### src/rtl/muldiv_seq.sv
// muldiv_seq: sequential shift-add multiplier / restoring divider, one bit per cycle.
// Optional feature macro: MULDIV_SIGNED_EN (two's complement operands via signed_op).
// Without the macro, signed_op is ignored and every operation is unsigned.
module muldiv_seq #(
  parameter int unsigned WIDTH = 16
) (
  input  logic             clk,
  input  logic             rst_n,
  input  logic             start,
  input  logic             mult,
  input  logic             div,
  input  logic             signed_op,
  input  logic [WIDTH-1:0] op_a,
  input  logic [WIDTH-1:0] op_b,
  output logic             busy,
  output logic             done,
  output logic             dz,
  output logic [WIDTH-1:0] hi,
  output logic [WIDTH-1:0] lo
);

  localparam int unsigned DW = 2 * WIDTH;
  localparam int unsigned CW = (WIDTH > 1) ? $clog2(WIDTH) : 1;
  localparam logic [CW-1:0] CNT_LAST = CW'(WIDTH - 1);

  typedef enum logic [1:0] {IDLE, CALC, DONE} state_e;

  state_e          state_q, state_d;
  logic [CW-1:0]   cnt_q, cnt_d;
  logic [DW-1:0]   acc_q, acc_d;
  logic [WIDTH-1:0] opnd_q, opnd_d;
  logic            is_mul_q, is_mul_d;
  logic            neg_q, neg_d;
  logic            rneg_q, rneg_d;
  logic            dzf_q, dzf_d;
  logic            busy_q, busy_d;
  logic            done_q, done_d;
  logic            dz_q, dz_d;
  logic [WIDTH-1:0] hi_q, hi_d;
  logic [WIDTH-1:0] lo_q, lo_d;

  // Signed handling is compiled in only when the feature macro is present.
  logic sgn_en;
`ifdef MULDIV_SIGNED_EN
  assign sgn_en = signed_op;
`else
  logic unused_signed_op;
  assign unused_signed_op = signed_op;
  assign sgn_en = 1'b0;
`endif

  // Operand signs and magnitudes captured at acceptance.
  logic             sa, sb;
  logic [WIDTH-1:0] a_mag, b_mag;
  assign sa    = sgn_en & op_a[WIDTH-1];
  assign sb    = sgn_en & op_b[WIDTH-1];
  assign a_mag = sa ? (WIDTH'(0) - op_a) : op_a;
  assign b_mag = sb ? (WIDTH'(0) - op_b) : op_b;

  // Multiply step: add multiplicand into upper half when multiplier LSB set, shift right.
  logic [WIDTH:0]  msum;
  logic [DW-1:0]   mul_nx;
  assign msum   = {1'b0, acc_q[DW-1:WIDTH]} + (acc_q[0] ? {1'b0, opnd_q} : (WIDTH+1)'(0));
  assign mul_nx = {msum, acc_q[WIDTH-1:1]};

  // Divide step: shift remainder:quotient left, subtract divisor if it fits.
  logic [WIDTH:0]   dtop;
  logic             dge;
  logic [WIDTH-1:0] ddiff;
  logic [DW-1:0]    div_nx;
  assign dtop   = acc_q[DW-1:WIDTH-1];
  assign dge    = dtop >= {1'b0, opnd_q};
  assign ddiff  = dtop[WIDTH-1:0] - opnd_q;
  assign div_nx = {(dge ? ddiff : dtop[WIDTH-1:0]), acc_q[WIDTH-2:0], dge};

  // Sign-corrected result presented when the operation completes.
  logic [DW-1:0] res;
  always_comb begin
    res = acc_q;
    if (is_mul_q) begin
      res = neg_q ? (DW'(0) - acc_q) : acc_q;
    end else begin
      res[DW-1:WIDTH] = rneg_q ? (WIDTH'(0) - acc_q[DW-1:WIDTH]) : acc_q[DW-1:WIDTH];
      res[WIDTH-1:0]  = neg_q  ? (WIDTH'(0) - acc_q[WIDTH-1:0])  : acc_q[WIDTH-1:0];
    end
  end

  // Next-state and datapath control.
  always_comb begin
    state_d  = state_q;
    cnt_d    = cnt_q;
    acc_d    = acc_q;
    opnd_d   = opnd_q;
    is_mul_d = is_mul_q;
    neg_d    = neg_q;
    rneg_d   = rneg_q;
    dzf_d    = dzf_q;
    done_d   = 1'b0;
    dz_d     = dz_q;
    hi_d     = hi_q;
    lo_d     = lo_q;
    unique case (state_q)
      IDLE: begin
        if (start && (mult || div)) begin
          is_mul_d = mult;
          dzf_d    = 1'b0;
          cnt_d    = '0;
          neg_d    = sa ^ sb;
          rneg_d   = sa;
          if (mult) begin
            opnd_d  = a_mag;
            acc_d   = {WIDTH'(0), b_mag};
            state_d = CALC;
          end else if (op_b == WIDTH'(0)) begin
            // Divide by zero bypasses iteration; raw dividend goes to hi.
            dzf_d   = 1'b1;
            neg_d   = 1'b0;
            rneg_d  = 1'b0;
            opnd_d  = op_b;
            acc_d   = {op_a, {WIDTH{1'b1}}};
            state_d = DONE;
          end else begin
            opnd_d  = b_mag;
            acc_d   = {WIDTH'(0), a_mag};
            state_d = CALC;
          end
        end
      end
      CALC: begin
        acc_d = is_mul_q ? mul_nx : div_nx;
        cnt_d = cnt_q + CW'(1);
        if (cnt_q == CNT_LAST) begin
          cnt_d   = '0;
          state_d = DONE;
        end
      end
      DONE: begin
        state_d = IDLE;
        done_d  = 1'b1;
        dz_d    = dzf_q;
        hi_d    = res[DW-1:WIDTH];
        lo_d    = res[WIDTH-1:0];
      end
      default: state_d = IDLE;
    endcase
    busy_d = (state_d != IDLE);
  end

  // State and output registers.
  always_ff @(posedge clk or negedge rst_n) begin
    if (!rst_n) begin
      state_q  <= IDLE;
      cnt_q    <= '0;
      acc_q    <= '0;
      opnd_q   <= '0;
      is_mul_q <= 1'b0;
      neg_q    <= 1'b0;
      rneg_q   <= 1'b0;
      dzf_q    <= 1'b0;
      busy_q   <= 1'b0;
      done_q   <= 1'b0;
      dz_q     <= 1'b0;
      hi_q     <= '0;
      lo_q     <= '0;
    end else begin
      state_q  <= state_d;
      cnt_q    <= cnt_d;
      acc_q    <= acc_d;
      opnd_q   <= opnd_d;
      is_mul_q <= is_mul_d;
      neg_q    <= neg_d;
      rneg_q   <= rneg_d;
      dzf_q    <= dzf_d;
      busy_q   <= busy_d;
      done_q   <= done_d;
      dz_q     <= dz_d;
      hi_q     <= hi_d;
      lo_q     <= lo_d;
    end
  end

  assign busy = busy_q;
  assign done = done_q;
  assign dz   = dz_q;
  assign hi   = hi_q;
  assign lo   = lo_q;

endmodule

### config.mk
export PLATFORM = sky130hd
export DESIGN_NAME = muldiv_seq
export DESIGN_NICKNAME = d
export VERILOG_FILES = /design/src/rtl/muldiv_seq.sv
export SDC_FILE = /design/constraint.sdc
export NUM_CORES = 1
export LEC_CHECK = 0
export CAP_MARGIN = 20
export CORE_MARGIN = 2
export CORE_UTILIZATION = 30
export CTS_CLUSTER_SIZE = 16
export DETAILED_ROUTE_END_ITERATION = 8
export RECOVER_POWER = 50
export SLEW_MARGIN = 20
export SYNTH_ARGS = -nofsm -noshare
export SYNTH_HDL_FRONTEND = slang
export SYNTH_SLANG_ARGS = --single-unit
### constraint.sdc
create_clock -name clk -period 5.71 [get_ports clk]
set_input_delay 1.142 -clock clk [delete_from_list [all_inputs] [get_ports clk]]
set_output_delay 1.142 -clock clk [all_outputs]
set_load 0.05 [all_outputs]
==> flow_metrics.tcl, run 1 <==
set metrics [dict create \
    status "finished with violations" \
    violations "max-capacitance violations, max-slew violations" \
    finalCritPeriodShare 0.631 \
    dr.max_layer_used "met4" \
    cts_tree "done" \
    track_usage 0.169 \
    grt_max_degree 56 \
    async_reset_ff_frac 1.00 \
    slowest_stage "clkbuf_1" \
    drive_above_1_share 0.111 \
    cts_root_buf "clkbuf_16" \
    worstPathArrival_ps 4070 \
    synth-compound-area-share 0.200 \
    gp_congestion 0.875 \
    hold_path_class "reg2reg" \
    clkLatencyLatePin_ps 350 \
    vias 5367 \
    m1WireLength_um 8360 \
    fp.coreArea_um2 20300 \
    grt.overflow.total 0 \
    synth_xor_area_frac 0.0268 \
    grt_pass1_wl_um 28700 \
    synth_seq_cells 91 \
    critPathKind "in2async" \
    max_stage_delay_ps 2140 \
    max_cap_violations 2 \
    diodes 0 \
    synthesis.nets 750 \
    path_buf_inv 2 \
    cts_sinks 91 \
    mostFrequentLayoutCell "dfrtp_1" \
    syn_area_per_cell_um2 9.17 \
    ys_warn_count 0 \
    numCtsBuffers 9 \
    grt_pass1_vias 5138 \
    wl_per_cell_um 18.3 \
    ctsHoldBuffers 0 \
    min_period_ps 3600 \
    synth_edf_count 0 \
    synth_mux_area_frac 0.142 \
    first_pass_iters 5 \
    worstPathCellList "clkbuf_1 > buf_4" \
    max_slew_margin -1.05 \
    ys.flop_type "dfrtp_1" \
    synth-adder-area-share 0.0729 \
    cp_top_family "buffers and inverters" \
    rsz0062_at_grt "no" \
    avgViaCountPerCell 5.33 \
    synth.yosys.seq_area_share 0.367 \
    nFillCells 2086 \
    die_x_um 148 \
    synth_simple_gate_area_frac 0.152 \
    synth_cell_types 64 \
    layout_common_cells "dfrtp_1 (91), o21ai_0 (70), clkdlybuf4s50_1 (69)" \
    grt_antenna_before_repair 0 \
    fin_skew_ps 8.80 \
    fp.dieH_um 148 \
    wl_um 18400 \
    syn2layout_area_growth_pct 19.8 \
    syn_inst 677 \
    io_pins 73 \
    wl_met2_um 8540 \
    hold_viol_final 0 \
    drtIter0Drc 338 \
    synth_top_family_by_area "compound AO/OA/AOI/OAI gates" \
    synth.cell_area_um2 6210 \
    start_kind "primary input" \
    h-tree-depth 3 \
    drv_slew 92 \
    critical_path_required_ps 6180 \
    ant_nets 0 \
    worst_slew_pin_slew_ps 3080 \
    rows 52 \
    numPortBuffers 71 \
    start_util 0.306 \
    setup_viol 0 \
    critPathCaptureType "asynchronous set/reset pin" \
    cts_resized 0 \
    cts_setup_buffers 0 \
    fin_nets 804 \
    dieArea_um2 21900 \
    drc 0 \
    clockBufferDepth 2 \
    worstPathMaxFanout 55 \
    fmax_mhz 278 \
    path_clk_slew_ps 70 \
    post-dp-hpwl_um 13600 \
    dr_wl_met3_um 1040 \
    totalNegativeSetupSlack_ps 0 \
]
## cell usage after synthesis (3+ instances only)
cell type	n	area [um2]
xnor2_1	8	70.1
a21o_1	12	90.1
nor2b_1	6	37.5
nand4_1	7	43.8
mux2i_1	34	340
o21ai_0	70	350
nor2_1	35	131
nand3_1	12	60.1
mux2_2	48	541
nor3_1	14	70.1
xor2_1	11	96.3
a31oi_1	23	144
o21a_1	4	30.0
a22oi_1	6	45.0
nand2_1	64	240
o211ai_1	9	67.6
a211oi_1	9	67.6
a21oi_1	26	130
dfrtp_1	91	2280
a221o_1	3	30.0
buf_1	6	22.5
o2111ai_1	4	35.0
inv_1	26	97.6
or3_1	4	25.0
nand2b_1	3	18.8
nor4_1	4	25.0
and3_1	9	56.3
and2_1	19	119
ha_1	33	413
buf_2	5	25.0
clkbuf_1	24	90.1
a22o_1	3	26.3
o31ai_1	4	30.0
nor4b_1	3	26.3
## area by class of cell
| class | instances | area, um2 | share of cell area |
|---|---|---|---|
| Inverter | 28 | 105 | 0.0141 |
| Multi-Input combinational cell | 523 | 3690 | 0.496 |
| Clock buffer | 10 | 229 | 0.0308 |
| Sequential cell | 91 | 2280 | 0.306 |
| Tap cell | 270 | 338 | 0.0454 |
| Clock inverter | 6 | 47.5 | 0.00639 |
| Timing Repair Buffer | 78 | 752 | 0.101 |
## kinds of logic after synthesis
family                     Yosys count
muxes                               82
xor gates and xnor gates            19
and+or+nand+nor                    191
adders and majority gates           35
buffers and inverters               63
AOI/OAI and AO/OA                  196
DFF                                 91
## per-stage QoR
stage	hold slack (ps)	cell area, um2	util	setup WS (ps)	std cells
finish	481	7440	0.367	2110	1006
floorplan	442	6210	-	2910	677
global placement	462	7170	0.353	1840	990
detailed placement	469	7170	0.353	1850	990
CTS	487	7450	0.367	2230	1006
global route	506	7440	0.367	1370	1006
## routing by layer
layer | GRT usage | vias up
li1 | - | 2597
met1 | 0.228 | 2594
met2 | 0.273 | 150
met3 | 0.0306 | 26
met4 | 0.0610 | 0
met5 | 0 | -
## worst paths after layout
kind,start,endpoint,slack [ps],cells past startpoint
worst max-delay path,rst_n,cnt_q[3],2110,2
worst min-delay path,dzf_q,dzf_q,480,2
worst max register to register,acc_q[15],acc_q[26],2400,11
worst min register to register,dzf_q,dzf_q,480,2
max in group clk,op_b[8],acc_q[26],2200,9
min in group asynchronous,rst_n,acc_q[20],1810,1
## state kept, by name, indices dropped and copies added (netlist names), 2 cells and up
register / flops
lo: 16
acc_q: 32
cnt_q: 4
opnd_q: 16
state_q: 2
hi: 16
Power of run 1 is left out: the tool's default activity adds up to more than one toggle a clock period on the data nets, which glitch-free logic cannot reach.
==> run 2: changes to the inputs <==
clock period = 3.7 ns   (was 5.71 ns; I/O delays follow)
==> flow_metrics.tcl, run 2 (synthesized netlist as in run 1, its figures left out) <==
set metrics [dict create \
    hold_path_class "reg2reg" \
    slowest_stage "a2111o_1" \
    syn2layout_area_growth_pct 21.2 \
    min_period_ps 3210 \
    worstPathCellList "inv_1 > ha_1 > inv_1 > fa_1 > a211oi_2 > o21bai_1 > a2111o_1 > and3_1 > a311oi_1 > nor3_1 > or3_1" \
    start_kind "flop" \
    cp_top_family "compound AO/OA/AOI/OAI gates" \
    io_pins 73 \
    setup_slack_ps 492 \
    drv_slew 67 \
    cts_sinks 91 \
    ctsHoldBuffers 0 \
    clockBufferDepth 2 \
    grt.overflow.total 0 \
    diodes 0 \
    power_density_nw_per_um2 1120 \
    totalNegativeSetupSlack_ps 0 \
    grt_antenna_before_repair 0 \
    wl_per_cell_um 18.1 \
    fin_skew_ps 7.00 \
    numPortBuffers 71 \
    grt_pass1_wl_um 29000 \
    h-tree-depth 3 \
    cts_root_buf "clkbuf_16" \
    max_stage_delay_ps 460 \
    first_pass_iters 5 \
    numCtsBuffers 9 \
    violations "max-capacitance violations, max-slew violations" \
    path_buf_inv 2 \
    fin_nets 810 \
    drc 0 \
    grt_max_degree 62 \
    critPathKind "reg2reg" \
    post-dp-hpwl_um 13700 \
    gp_congestion 0.921 \
    critPathCaptureType "flop" \
    vias 5393 \
    avgViaCountPerCell 5.33 \
    max_slew_margin -0.294 \
    fp.coreArea_um2 20300 \
    layout_common_cells "dfrtp_1 (91), o21ai_0 (70), clkdlybuf4s50_1 (69)" \
    fp.dieH_um 148 \
    clkLatencyLatePin_ps 360 \
    cp_common_cell "inv_1" \
    worstPathArrival_ps 3440 \
    seq_area_um2 2280 \
    die_x_um 148 \
    ant_nets 0 \
    dieArea_um2 21900 \
    cts_tree "done" \
    p_leak_uw 0.00331 \
    r2r_start "acc_q[15]" \
    status "finished with violations" \
    fmax_mhz 312 \
    hold_viol_final 0 \
    rows 52 \
    wl_um 18300 \
    pre_cts_slack_ps 530 \
    rsz0062_at_grt "no" \
    setup_viol 0 \
    drtIter0Drc 363 \
    largest_register_ffs 32 \
    post-route-util 0.371 \
    finalCritPeriodShare 0.867 \
    cts_setup_buffers 0 \
    mostFrequentLayoutCell "dfrtp_1" \
    drive_above_1_share 0.117 \
    max_cap_violations 2 \
    multi_input_area_um2 3690 \
    ir_worst_vdd_v 0.000457 \
    cts_resized 0 \
    worst_slew_pin_slew_ps 1940 \
    worstHoldStart "dzf_q" \
    nFillCells 2085 \
    worstPathMaxFanout 5 \
    start_util 0.306 \
    critical_path_required_ps 3930 \
    path_clk_slew_ps 70 \
    top_register "acc_q" \
    track_usage 0.170 \
    grt_pass1_vias 5278 \
    startpoint "acc_q[15]" \
]
## run 2: cell count changes in the layout (fill, tap and decap cells not counted)
cell	before	now
bufinv_16	0	1
clkinv_4	0	1
inv_8	0	2
buf_12	0	1
inv_6	4	1
nor2_2	1	0
nor2_1	35	36
buf_4	7	11
## run 2: layer usage
layer	vias up	track usage	wire, um
li1	2606	-	-
met1	2603	0.233	8550
met2	156	0.268	8210
met3	28	0.0262	974
met4	0	0.0705	541
met5	-	0	0
## run 2: path summary, 6_finish.rpt
kind	endpoint	slack, ps	cells after the start
worst max-delay path	acc_q[26]	490	11
max in group asynchronous	acc_q[31]	1650	2
worst min-delay path	dzf_q	470	2
worst max register to register	acc_q[26]	490	11
min in group asynchronous	hi[3]	920	1
worst min register to register	dzf_q	470	2
## run 2: cell type report
class / instances / area share
multi-input cells: 523 / 0.491
flip-flops and latches: 91 / 0.303
repair buffers: 84 / 0.107
well taps: 270 / 0.0449
clock buffers: 9 / 0.0299
inverters: 28 / 0.0140
clock inverters: 7 / 0.0110
## run 2: worst reg2reg max path: cells and delay by family, from the launching register on
kind | cells | cell delay, ps
flip-flops | 1 | 360
adder cells (fa/ha/maj) | 2 | 660
AO/OA/AOI/OAI | 4 | 1160
buffers and inverters | 2 | 230
AND/OR/NAND/NOR | 3 | 660
## run 2: stage by stage
step	std cells	hold WS (ps)	power [uW]	cell area (um2)
2_1_floorplan	677	442	5880	6210
3_3_place_gp	996	464	7330	7230
3_5_place_dp	996	463	7340	7230
4_1_cts	1012	348	8370	7540
5_1_grt	1012	515	9080	7520
6_report	1012	475	8390	7520
## run 2: where the power goes
part	leakage (uW)	internal, uW	switching [uW]	total [uW]
combinational	0.00202	2250	3210	5460
sequential	0.00114	1460	490	1950
clock	0.000150	536	445	981
(Power assumes the default switching activity.)
==> run 3: changes to the inputs <==
GPL_TIMING_DRIVEN = 0   (was unset)
==> flow_metrics.tcl, run 3 (synthesized netlist as in run 1, its figures left out) <==
set metrics [dict create \
    top_register "acc_q" \
    h-tree-depth 3 \
    worst_slew_pin_slew_ps 1950 \
    start_util 0.306 \
    swShare 0.505 \
    hold_viol_final 0 \
    fp.coreArea_um2 20300 \
    stdcell_count 1033 \
    post-dp-hpwl_um 15300 \
    avgViaCountPerCell 5.40 \
    io_pins 73 \
    grt_pass1_vias 5377 \
    wl_um 19800 \
    rows 52 \
    reg2reg_depth 11 \
    totalNegativeSetupSlack_ps 0 \
    drv_slew 32 \
    p_leak_uw 0.00330 \
    switchingPower_uw 4250 \
    holdPathStages 2 \
    layout_common_cells "dfrtp_1 (91), o21ai_0 (70), clkdlybuf4s50_1 (69)" \
    first_pass_iters 5 \
    cts_setup_buffers 0 \
    mostFrequentLayoutCell "dfrtp_1" \
    grt_antenna_before_repair 0 \
    drc 0 \
    cts_resized 0 \
    power.share.clock 0.110 \
    cp_top_family "simple AND/OR/NAND/NOR gates" \
    clkLatencyLatePin_ps 360 \
    grt.overflow.total 0 \
    fmax_mhz 299 \
    pwr-share-comb 0.661 \
    drive_above_1_share 0.104 \
    vias 5579 \
    ir_worst_vdd_v 0.000416 \
    slowest_stage "nor4_2" \
    max_stage_delay_ps 620 \
    violations "max-capacitance violations, max-slew violations" \
    path_clk_slew_ps 70 \
    critical_path_required_ps 3980 \
    finalCritPeriodShare 0.905 \
    die_x_um 148 \
    fp.dieH_um 148 \
    gp_congestion 0.912 \
    syn2layout_area_growth_pct 21.6 \
    setup_slack_ps 351 \
    worstPathArrival_ps 3630 \
    wl_per_cell_um 19.2 \
    worstHoldStart "dzf_q" \
    p_seq_frac 0.229 \
    critPathCaptureType "flop" \
    path_buf_inv 1 \
    worstPathCellList "clkdlybuf4s50_1 > nor4_1 > nand4_1 > nor4_2 > nand2_1 > nor2_4 > a22o_1 > a21o_1" \
    drtIter0Drc 396 \
    worst_hold_slack_ps 478 \
    ctsHoldBuffers 0 \
    whs_endpoint "dzf_q" \
    start_kind "primary input" \
    status "finished with violations" \
    fin_nets 832 \
    rrSetupSlack_ps 390 \
    diodes 0 \
    r2r_start "acc_q[15]" \
    dieArea_um2 21900 \
    numPortBuffers 70 \
    setup_viol 0 \
    grt_max_degree 61 \
    max_cap_violations 1 \
    r2r-end "acc_q[26]" \
    fin_skew_ps 12.4 \
    hold_path_class "reg2reg" \
    grt_pass1_wl_um 31000 \
    cts_tree "done" \
    rsz0062_at_grt "no" \
    max_slew_margin -0.299 \
    worstPathMaxFanout 10 \
    power_density_nw_per_um2 1110 \
    cts_sinks 91 \
    critPathKind "in2reg" \
    min_period_ps 3350 \
    cts_root_buf "clkbuf_16" \
    largest_register_ffs 32 \
    place_inst 1018 \
    ant_nets 0 \
    pre_cts_slack_ps 56.9 \
    numCtsBuffers 9 \
    track_usage 0.184 \
    clockBufferDepth 2 \
    internal_power_uw 4170 \
]
-- run 3: cell count changes in the layout (fill, tap and decap cells not counted), moves of 2 or more --
| cell | change |
|---|---|
| inv_6 | +3 |
| inv_8 | -2 |
| clkbuf_1 | +25 |
| buf_1 | +4 |
| buf_4 | -11 |
| buf_2 | +4 |
-- run 3: power groups by stage --
| stage | logic (uW) | clock network (uW) | registers [uW] |
|---|---|---|---|
| floorplan | 3620 | 0 | 2260 |
| global placement | 5460 | 0 | 1940 |
| detailed placement | 5490 | 0 | 1940 |
| CTS | 5530 | 947 | 1920 |
| global route | 6140 | 982 | 1990 |
| finish | 5570 | 927 | 1930 |
-- run 3: worst max-delay path by stage --
stage / depth (start not counted) / endpoint / start
global route: 11 / acc_q[30] / acc_q[0]
floorplan: 11 / acc_q[26] / acc_q[15]
global placement: 1 / lo[1] / rst_n
finish: 8 / acc_q[23] / op_b[0]
detailed placement: 8 / acc_q[26] / op_b[0]
CTS: 11 / acc_q[30] / acc_q[0]
-- run 3: area by class of cell --
type | count | area, um2
Fill cell | 2097 | 12700
Multi-Input combinational cell | 523 | 3690
Sequential cell | 91 | 2280
Timing Repair Buffer | 71 | 722
Tap cell | 270 | 338
Clock buffer | 10 | 239
Buffer | 35 | 138
Inverter | 28 | 105
Clock inverter | 5 | 43.8
-- run 3: routing by layer --
layer / GRT usage / wire [um] / up-vias
met5: 0 / 0 / -
met4: 0.0529 / 463 / 0
met3: 0.0404 / 1070 / 30
met2: 0.297 / 9210 / 174
met1: 0.249 / 9080 / 2718
li1: - / - / 2657
-- run 3: worst register-to-register path: cells and delay by family (launching register included) --
family,cells,cell delay (ps)
AOI/OAI and AO/OA,4,1220
and+or+nand+nor,3,680
adders and majority gates,2,660
DFF,1,370
buffers and inverters,2,250
-- run 3: metrics by stage --
| stage | power [uW] | util | area [um2] |
|---|---|---|---|
| after floorplan | 5880 | - | 6210 |
| after global placement | 7400 | 0.357 | 7250 |
| after detailed placement | 7430 | 0.359 | 7280 |
| after CTS | 8400 | 0.372 | 7560 |
| after global routing | 9110 | 0.372 | 7550 |
| final | 8420 | 0.372 | 7550 |
